File: config.mk
export PLATFORM = sky130hd
export DESIGN_NAME = spi_pkt_disassembler_pipe
export DESIGN_NICKNAME = d
export VERILOG_FILES = /design/src/rtl/spi_pkt_pkg.sv /design/src/rtl/spi_pkt_chunk_sel.sv /design/src/rtl/spi_pkt_disassembler_pipe.sv
export SDC_FILE = /design/constraint.sdc
export NUM_CORES = 1
export LEC_CHECK = 0
export ABC_AREA = 1
export ABC_CLOCK_PERIOD_IN_PS = 1900
export CORE_ASPECT_RATIO = 1.5
export CORE_UTILIZATION = 40
export CTS_BUF_LIST = sky130_fd_sc_hd__clkbuf_16
export DETAILED_ROUTE_END_ITERATION = 10
export GPL_ROUTABILITY_DRIVEN = 0
export PLACE_DENSITY_LB_ADDON = 0.3
export SLEW_MARGIN = 10
export SYNTH_ARGS = -nofsm -noshare
export SYNTH_HDL_FRONTEND = slang
export SYNTH_HIERARCHICAL = 1
export SYNTH_SLANG_ARGS = --single-unit
File: constraint.sdc
create_clock -name clk -period 1.9 [get_ports clk]
set_input_delay 0.38 -clock clk [delete_from_list [all_inputs] [get_ports clk]]
set_output_delay 0.38 -clock clk [all_outputs]
set_load 0.03 [all_outputs]
File: src/rtl/spi_pkt_pkg.sv
// Sizing helpers shared by the SPI packet disassembler and its chunk mux.
// Chunk count and index width are derived in one place so every user agrees on them.
package spi_pkt_pkg;

  // Number of NBITS_OUT chunks needed to cover NBITS_IN bits (top chunk zero-padded)
  function automatic int num_chunks(input int nbits_in, input int nbits_out);
    return (nbits_in + nbits_out - 1) / nbits_out;
  endfunction

  // Index width for n chunks; never narrower than one bit
  function automatic int cnt_w(input int n);
    return (n <= 1) ? 1 : $clog2(n);
  endfunction

  // Width of the zero-padded capture register
  function automatic int pad_w(input int nbits_in, input int nbits_out);
    return num_chunks(nbits_in, nbits_out) * nbits_out;
  endfunction

endpackage

File: src/rtl/spi_pkt_chunk_sel.sv
// Combinational NUM_CHUNKS:1 chunk mux; output forced to zero when en is low.
// No state, zero latency; backpressure is handled entirely by the caller.
module spi_pkt_chunk_sel #(
  parameter int NBITS_OUT  = 8,
  parameter int NUM_CHUNKS = 4,
  parameter int SEL_W      = 2
) (
  input  logic [NUM_CHUNKS*NBITS_OUT-1:0] data,
  input  logic [SEL_W-1:0]                sel,
  input  logic                            en,
  output logic [NBITS_OUT-1:0]            msg
);

  always_comb begin
    msg = '0;
    for (int k = 0; k < NUM_CHUNKS; k++) begin
      if (en && (sel == SEL_W'(k))) begin
        msg = data[k*NBITS_OUT +: NBITS_OUT];
      end
    end
  end

endmodule

File: src/rtl/spi_pkt_disassembler_pipe.sv
// Wide request packet -> narrow chunk stream, 1-cycle accept-to-first-chunk latency, zero-bubble reload.
// req_rdy follows resp_rdy combinationally on the last chunk; SPI_PKT_DISASM_VARLEN_EN adds a req_len port.
module spi_pkt_disassembler_pipe
  import spi_pkt_pkg::*;
#(
  parameter int  NBITS_IN   = 32,
  parameter int  NBITS_OUT  = 8,
  parameter bit  MSB_FIRST  = 1'b1,
  localparam int NUM_CHUNKS = num_chunks(NBITS_IN, NBITS_OUT),
  localparam int CNT_W      = cnt_w(NUM_CHUNKS)
) (
  input  logic                 clk,
  input  logic                 reset,
  input  logic                 req_val,
  output logic                 req_rdy,
  input  logic [NBITS_IN-1:0]  req_msg,
`ifdef SPI_PKT_DISASM_VARLEN_EN
  input  logic [CNT_W-1:0]     req_len,
`endif
  output logic                 resp_val,
  input  logic                 resp_rdy,
  output logic [NBITS_OUT-1:0] resp_msg,
  output logic                 resp_last
);

  localparam int               PAD_W    = pad_w(NBITS_IN, NBITS_OUT);
  localparam logic [CNT_W-1:0] LAST_IDX = CNT_W'(NUM_CHUNKS - 1);

  typedef logic [NBITS_OUT-1:0] chunk_t;

  typedef struct packed {
    logic             vld;
    logic [CNT_W-1:0] idx;
    logic [CNT_W-1:0] end_idx;
  } seq_t;

  seq_t             seq_q, seq_d;
  logic [PAD_W-1:0] data_q, data_d;
  logic [PAD_W-1:0] req_pad;
  logic [CNT_W-1:0] len;
  logic             is_last;
  logic             accept;
  logic             xfer;
  chunk_t           cur_chunk;

  always_comb begin
    req_pad = '0;
    req_pad[NBITS_IN-1:0] = req_msg;
  end

`ifdef SPI_PKT_DISASM_VARLEN_EN
  assign len = (req_len > LAST_IDX) ? LAST_IDX : req_len;
`else
  assign len = LAST_IDX;
`endif

  // Outputs are masked during reset so stale state never leaks out
  assign is_last   = seq_q.vld & (seq_q.idx == seq_q.end_idx);
  assign resp_val  = seq_q.vld & ~reset;
  assign resp_last = is_last & ~reset;
  assign req_rdy   = ~reset & (~seq_q.vld | (resp_rdy & is_last));
  assign accept    = req_val & req_rdy;
  assign xfer      = resp_val & resp_rdy;

  // An accept can only coincide with the final transfer, so it simply overrides the step
  always_comb begin
    seq_d  = seq_q;
    data_d = data_q;
    if (accept) begin
      data_d        = req_pad;
      seq_d.vld     = 1'b1;
      seq_d.idx     = MSB_FIRST ? len : '0;
      seq_d.end_idx = MSB_FIRST ? '0 : len;
    end else if (xfer) begin
      if (is_last) begin
        seq_d.vld = 1'b0;
      end else if (MSB_FIRST) begin
        seq_d.idx = seq_q.idx - CNT_W'(1);
      end else begin
        seq_d.idx = seq_q.idx + CNT_W'(1);
      end
    end
  end

  always_ff @(posedge clk) begin
    if (reset) begin
      seq_q  <= '0;
      data_q <= '0;
    end else begin
      seq_q  <= seq_d;
      data_q <= data_d;
    end
  end

  spi_pkt_chunk_sel #(
    .NBITS_OUT  (NBITS_OUT),
    .NUM_CHUNKS (NUM_CHUNKS),
    .SEL_W      (CNT_W)
  ) u_chunk_sel (
    .data (data_q),
    .sel  (seq_q.idx),
    .en   (resp_val),
    .msg  (cur_chunk)
  );

  assign resp_msg = cur_chunk;

endmodule

* After elaboration in Yosys (flattened, before gate mapping)
Cells that the tools add are included. Widths: inputs -> output; s select.
Storage, ports and cells: register bits after elaboration 35, input bits 36
Operators by class: bitwise logic cells 10, add/sub/neg operators 1, reductions and logical operators 9, mux-type cells 8, eq/ne operators 4
Operators by type and width (number):
- $mux 8 | 4
- $and 1x1->1 | 7
- $mux 3 | 2
- $eq 2x2->1 const B | 2
- $logic_and 1x1->1 | 4
- $reduce_and 2->1 | 2
- $reduce_bool 2->1 | 2
- $eq 2x1->1 const B | 1
- $logic_not 2->1 | 1
- $mux 2 | 1
- $ne 2x1->1 const B | 1
- $not 1->1 | 2
- $sub 2x1->2 const B | 1
- $mux 1 | 1
- $or 1x1->1 | 1

* Depth between registers and ports, before layout
depth in word-level cells 8, depth in mapped cells 8

* Hierarchy
The synthesis kept the hierarchy.
Modules (own cells, without submodules):
- spi_pkt_disassembler_pipe | seq. area each 700.7 sq um, area each 1407.6 sq um, cells each 170, times used 1
- spi_pkt_chunk_sel | seq. area each 0.0 sq um, area each 324.1 sq um, cells each 50, times used 1

* Least setup slack after synthesis
OpenSTA, ideal clock, no wires.
path type flip-flop to output port, from register seq_q[4] (netlist bit), to output resp_msg[4], path buffers 1, required time 1.520 ns, arrival 1.752 ns, setup slack -0.232 ns, cell stages (with the launch flop) 6, cell sequence dfxtp_1 -> inv_1 -> nor2_1 -> buf_2 -> nand3_1 -> nand4_1
On the way: longest elaborated chain between the ends 6, elaborated cells between the ends (all ways) 9
Ends and longest elaborated chain:
- start, declared | line spi_pkt_disassembler_pipe.sv:37 | seq_t seq_q, seq_d;
- start signal, assigned | line spi_pkt_disassembler_pipe.sv:90 | seq_q <= seq_d;
- $and 1x1->1 (*) | line spi_pkt_disassembler_pipe.sv:59 | assign resp_val = seq_q.vld & ~reset;
- named net resp_val | line spi_pkt_disassembler_pipe.sv:20 | output logic resp_val,
- $logic_and 1x1->1 | line spi_pkt_chunk_sel.sv:17 | if (en && (sel == SEL_W'(k))) begin
- $mux 8 (3 in series) | line spi_pkt_chunk_sel.sv:17
- $mux 8 (*) | line spi_pkt_chunk_sel.sv:17
- end, declared | line spi_pkt_disassembler_pipe.sv:22 | output logic [NBITS_OUT-1:0] resp_msg,
Mark *: on every way through the listed nets, which the timed path passes. The rest lies on a longest branch.

* Worst setup path after layout
from register seq_q[4] (netlist bit), to output resp_msg[5]
On the way: longest elaborated chain between the ends 6, elaborated cells between the ends (all ways) 9
Ends and longest elaborated chain (line):
- $and 1x1->1 (*) | spi_pkt_disassembler_pipe.sv:59
- $logic_and 1x1->1 | spi_pkt_chunk_sel.sv:17
- $mux 8 (3 in series) | spi_pkt_chunk_sel.sv:17
- $mux 8 (*) | spi_pkt_chunk_sel.sv:17
Every way passes the cells marked *; elsewhere a longest branch is shown, timed or not.

==> results.md <==
* R2R Path Start: seq_q[2]
* Share of layout cells above drive strength 1 at 19.3%
* CTS root buf: clkbuf_16
* Synth top area cells: dfxtp_1 (40%), nand3_1 (19%), nand4_1 (12%)
* Final Slew Violations at 0
* Hold path depth at 2
* Min-delay src: data_q[13]
* Die W at 55.7 um
* CTS sink cnt at 35
* Cells after Synth at 220
* # DRC at 0
* Crit Path Class: reg2out
* Hpwl dp at 3.04 mm
* Max VDD drop at 0.828 mV
* Placement Rows at 28
* Top-area cell type share of the netlist area at 40.5%
* Yosys warning count at 6
* Slew at the pin closest to its max-slew limit at 0.236 ns
* IO buf count at 46
* Worst-case clock buffer depth at 2
* Status: complete, no violations
* All-Layer GR Usage at 21.9%
* CTS tree: done
* Fin crit share at 97.5%
* Global-route wire length before repair at 7.82 mm
* Synth area leader: dfxtp_1
* Max Clk Rate at 540 MHz
* Crit path time final at 1.85 ns
* Most frequent cells in the layout: nand3_1 (66), nand2_1 (40), dfxtp_1 (34), clkdlybuf4s50_1 (34), nand4_1 (32)
* Clk Latency, worst-skew pair at 0.28 ns
* Pre-antenna DRT Iters at 4
* Final WL at 4.53 mm
* Yosys reg bits at 35
* R2R depth at 9
* Htree depth at 2
* Critical Path RT at 1.52 ns
* CP Launch Type: flop
* Max Cap Violations at 0
* Final-report setup violation count at 0
* CTS Hold Bufs at 0
* Mapped cell area at 1730 um2
* WL per Instance at 14.4 um
* Initial Utilization at 43.0%
* Pleak at 1.06 nW
* Initial antenna violation count at 0
* Total congestion overflow at 0
* Max-Slew Margin vs Limit at 84.3%
* Final nets at 306
* Via count at 1762
* Final cell count without fillers at 315
* Worst EP arrival at 1.47 ns
* Hold EP: data_q[13]
* Clk pin slew, worst setup/hold paths at 0.05 ns
* Diode count at 0
* Largest net degree at the start of global routing at 35
* Core area at 4030 um2
* Max FO, Critical Path at 9
* RSZ-0062 raised after global routing: yes
* Hold Fails Final Rpt at 0
* Inst Count DP at 303
* FF-to-FF setup slack at 0.42 ns
* Power Density at 824 nW/um2
* Remaining antenna violation count at 0
* Post-synth net total at 257
* Area growth, synth to finish at 38.4%
* I/O pin count at 47
* Post-DP Area at 2190 um2
* Via-to-Cell Ratio at 5.59
* Die ar. at 4600 um2
* Number of CTS-inserted buffers at 5
* Worst hold path type: reg2reg
* Clock skew at 0.00365 ns
* Final instance area at 2400 um2
* DRT iter0 DRCs at 99
* Die Span Y at 82.6 um
* Seq/Total Area, Yosys at 40.5%
* Critical R2R Capture: seq_q[2]
* Number of global-route vias before repair at 1705
* Kind of end point of the critical path: output port
* Most common cell after layout, fill and taps aside: nand3_1
* Post-synthesis cell type count at 20
* Mean Syn Cell Area at 7.87 um2
-- registers in the layout, indices dropped and copies added, names as in the netlist --
register  count
data_q       32
seq_q         3
-- per-stage QoR --
stage / setup slack [ns] / hold WS, ns / power, mW / utilization [%] / setup TNS (ns)
floorplan: 0.0156 / 0.437 / 1.06 / - / 0
global placement: -0.117 / 0.450 / 1.19 / 54.4 / -0.628
detailed placement: -0.133 / 0.456 / 1.19 / 54.4 / -0.726
CTS: 0.00128 / 0.464 / 1.99 / 60.6 / 0
global route: -0.00757 / 0.476 / 2.06 / 59.5 / -0.0182
finish: 0.0472 / 0.463 / 1.97 / 59.5 / 0
-- how the worst max path moves through the flow --
stage / from / endpoint / slack, ns / cells past startpoint
after global placement: reset / resp_msg[6] / -0.12 / 6
after detailed placement: reset / resp_msg[6] / -0.13 / 6
after floorplan: seq_q[4] / resp_msg[4] / 0.02 / 5
after CTS: seq_q[4] / resp_msg[3] / 0.001 / 7
final: seq_q[4] / resp_msg[5] / 0.05 / 6
after global routing: seq_q[4] / resp_msg[6] / -0.008 / 6
-- power breakdown --
group	internal, mW	switching [mW]	total (mW)
clock	0.477	0.299	0.777
combinational	0.164	0.200	0.364
sequential	0.795	0.0388	0.834
-- Yosys cell counts --
cell and number:
clkbuf_1 3, dfxtp_1 35, nor2_1 3, o21ai_0 1, buf_1 1, inv_1 6
ha_1 1, buf_6 6, buf_8 1, nand3_2 9, buf_4 2, a21oi_4 1
nand4_1 32, a21oi_1 1, nand3_1 66, nand3_4 1, inv_2 3, nor2_4 1
buf_2 7, nand2_1 40
-- final cells by class --
cell class / count / area [um2]
timing repair buffer: 62 / 604
fill: 359 / 1630
multi-input combinational: 156 / 857
tap: 45 / 56.3
clock buffer: 5 / 125
sequential: 35 / 704
clock inverter: 3 / 15.0
inverter: 9 / 33.8
-- worst max-delay path, stage by stage, from the launching register on --
cell,delay [ns]
dfxtp_4,0.34
inv_1,0.05
nor2_4,0.19
buf_6,0.17
nand4_1,0.12
nand4_1,0.16
buf_6,0.15
-- metal layers --
metal  vias to the layer above  track usage (%)  wire length, um
met5                         -                0                0
met4                         0             13.3              161
met3                        15             3.74              225
met2                        63             40.0             2300
met1                       808             23.6             1840
li1                        876                -                -
-- logic make-up after synthesis --
group / Yosys count / synth area share (%)
AO/OA/AOI/OAI: 3 / 1.52
flip-flops: 35 / 40.5
AND/OR/NAND/NOR: 152 / 46.8
adder cells (fa/ha/maj): 1 / 0.722
buffers and inverters: 29 / 10.5
-- repair_timing --
action,4_1_cts,5_1_grt
pin swaps,2,3
gates resized for setup,11,3
endpoints found under the setup margin,8,8
buffers inserted,4,0
cloned,2,0
Power figures use the tool's default switching activity.
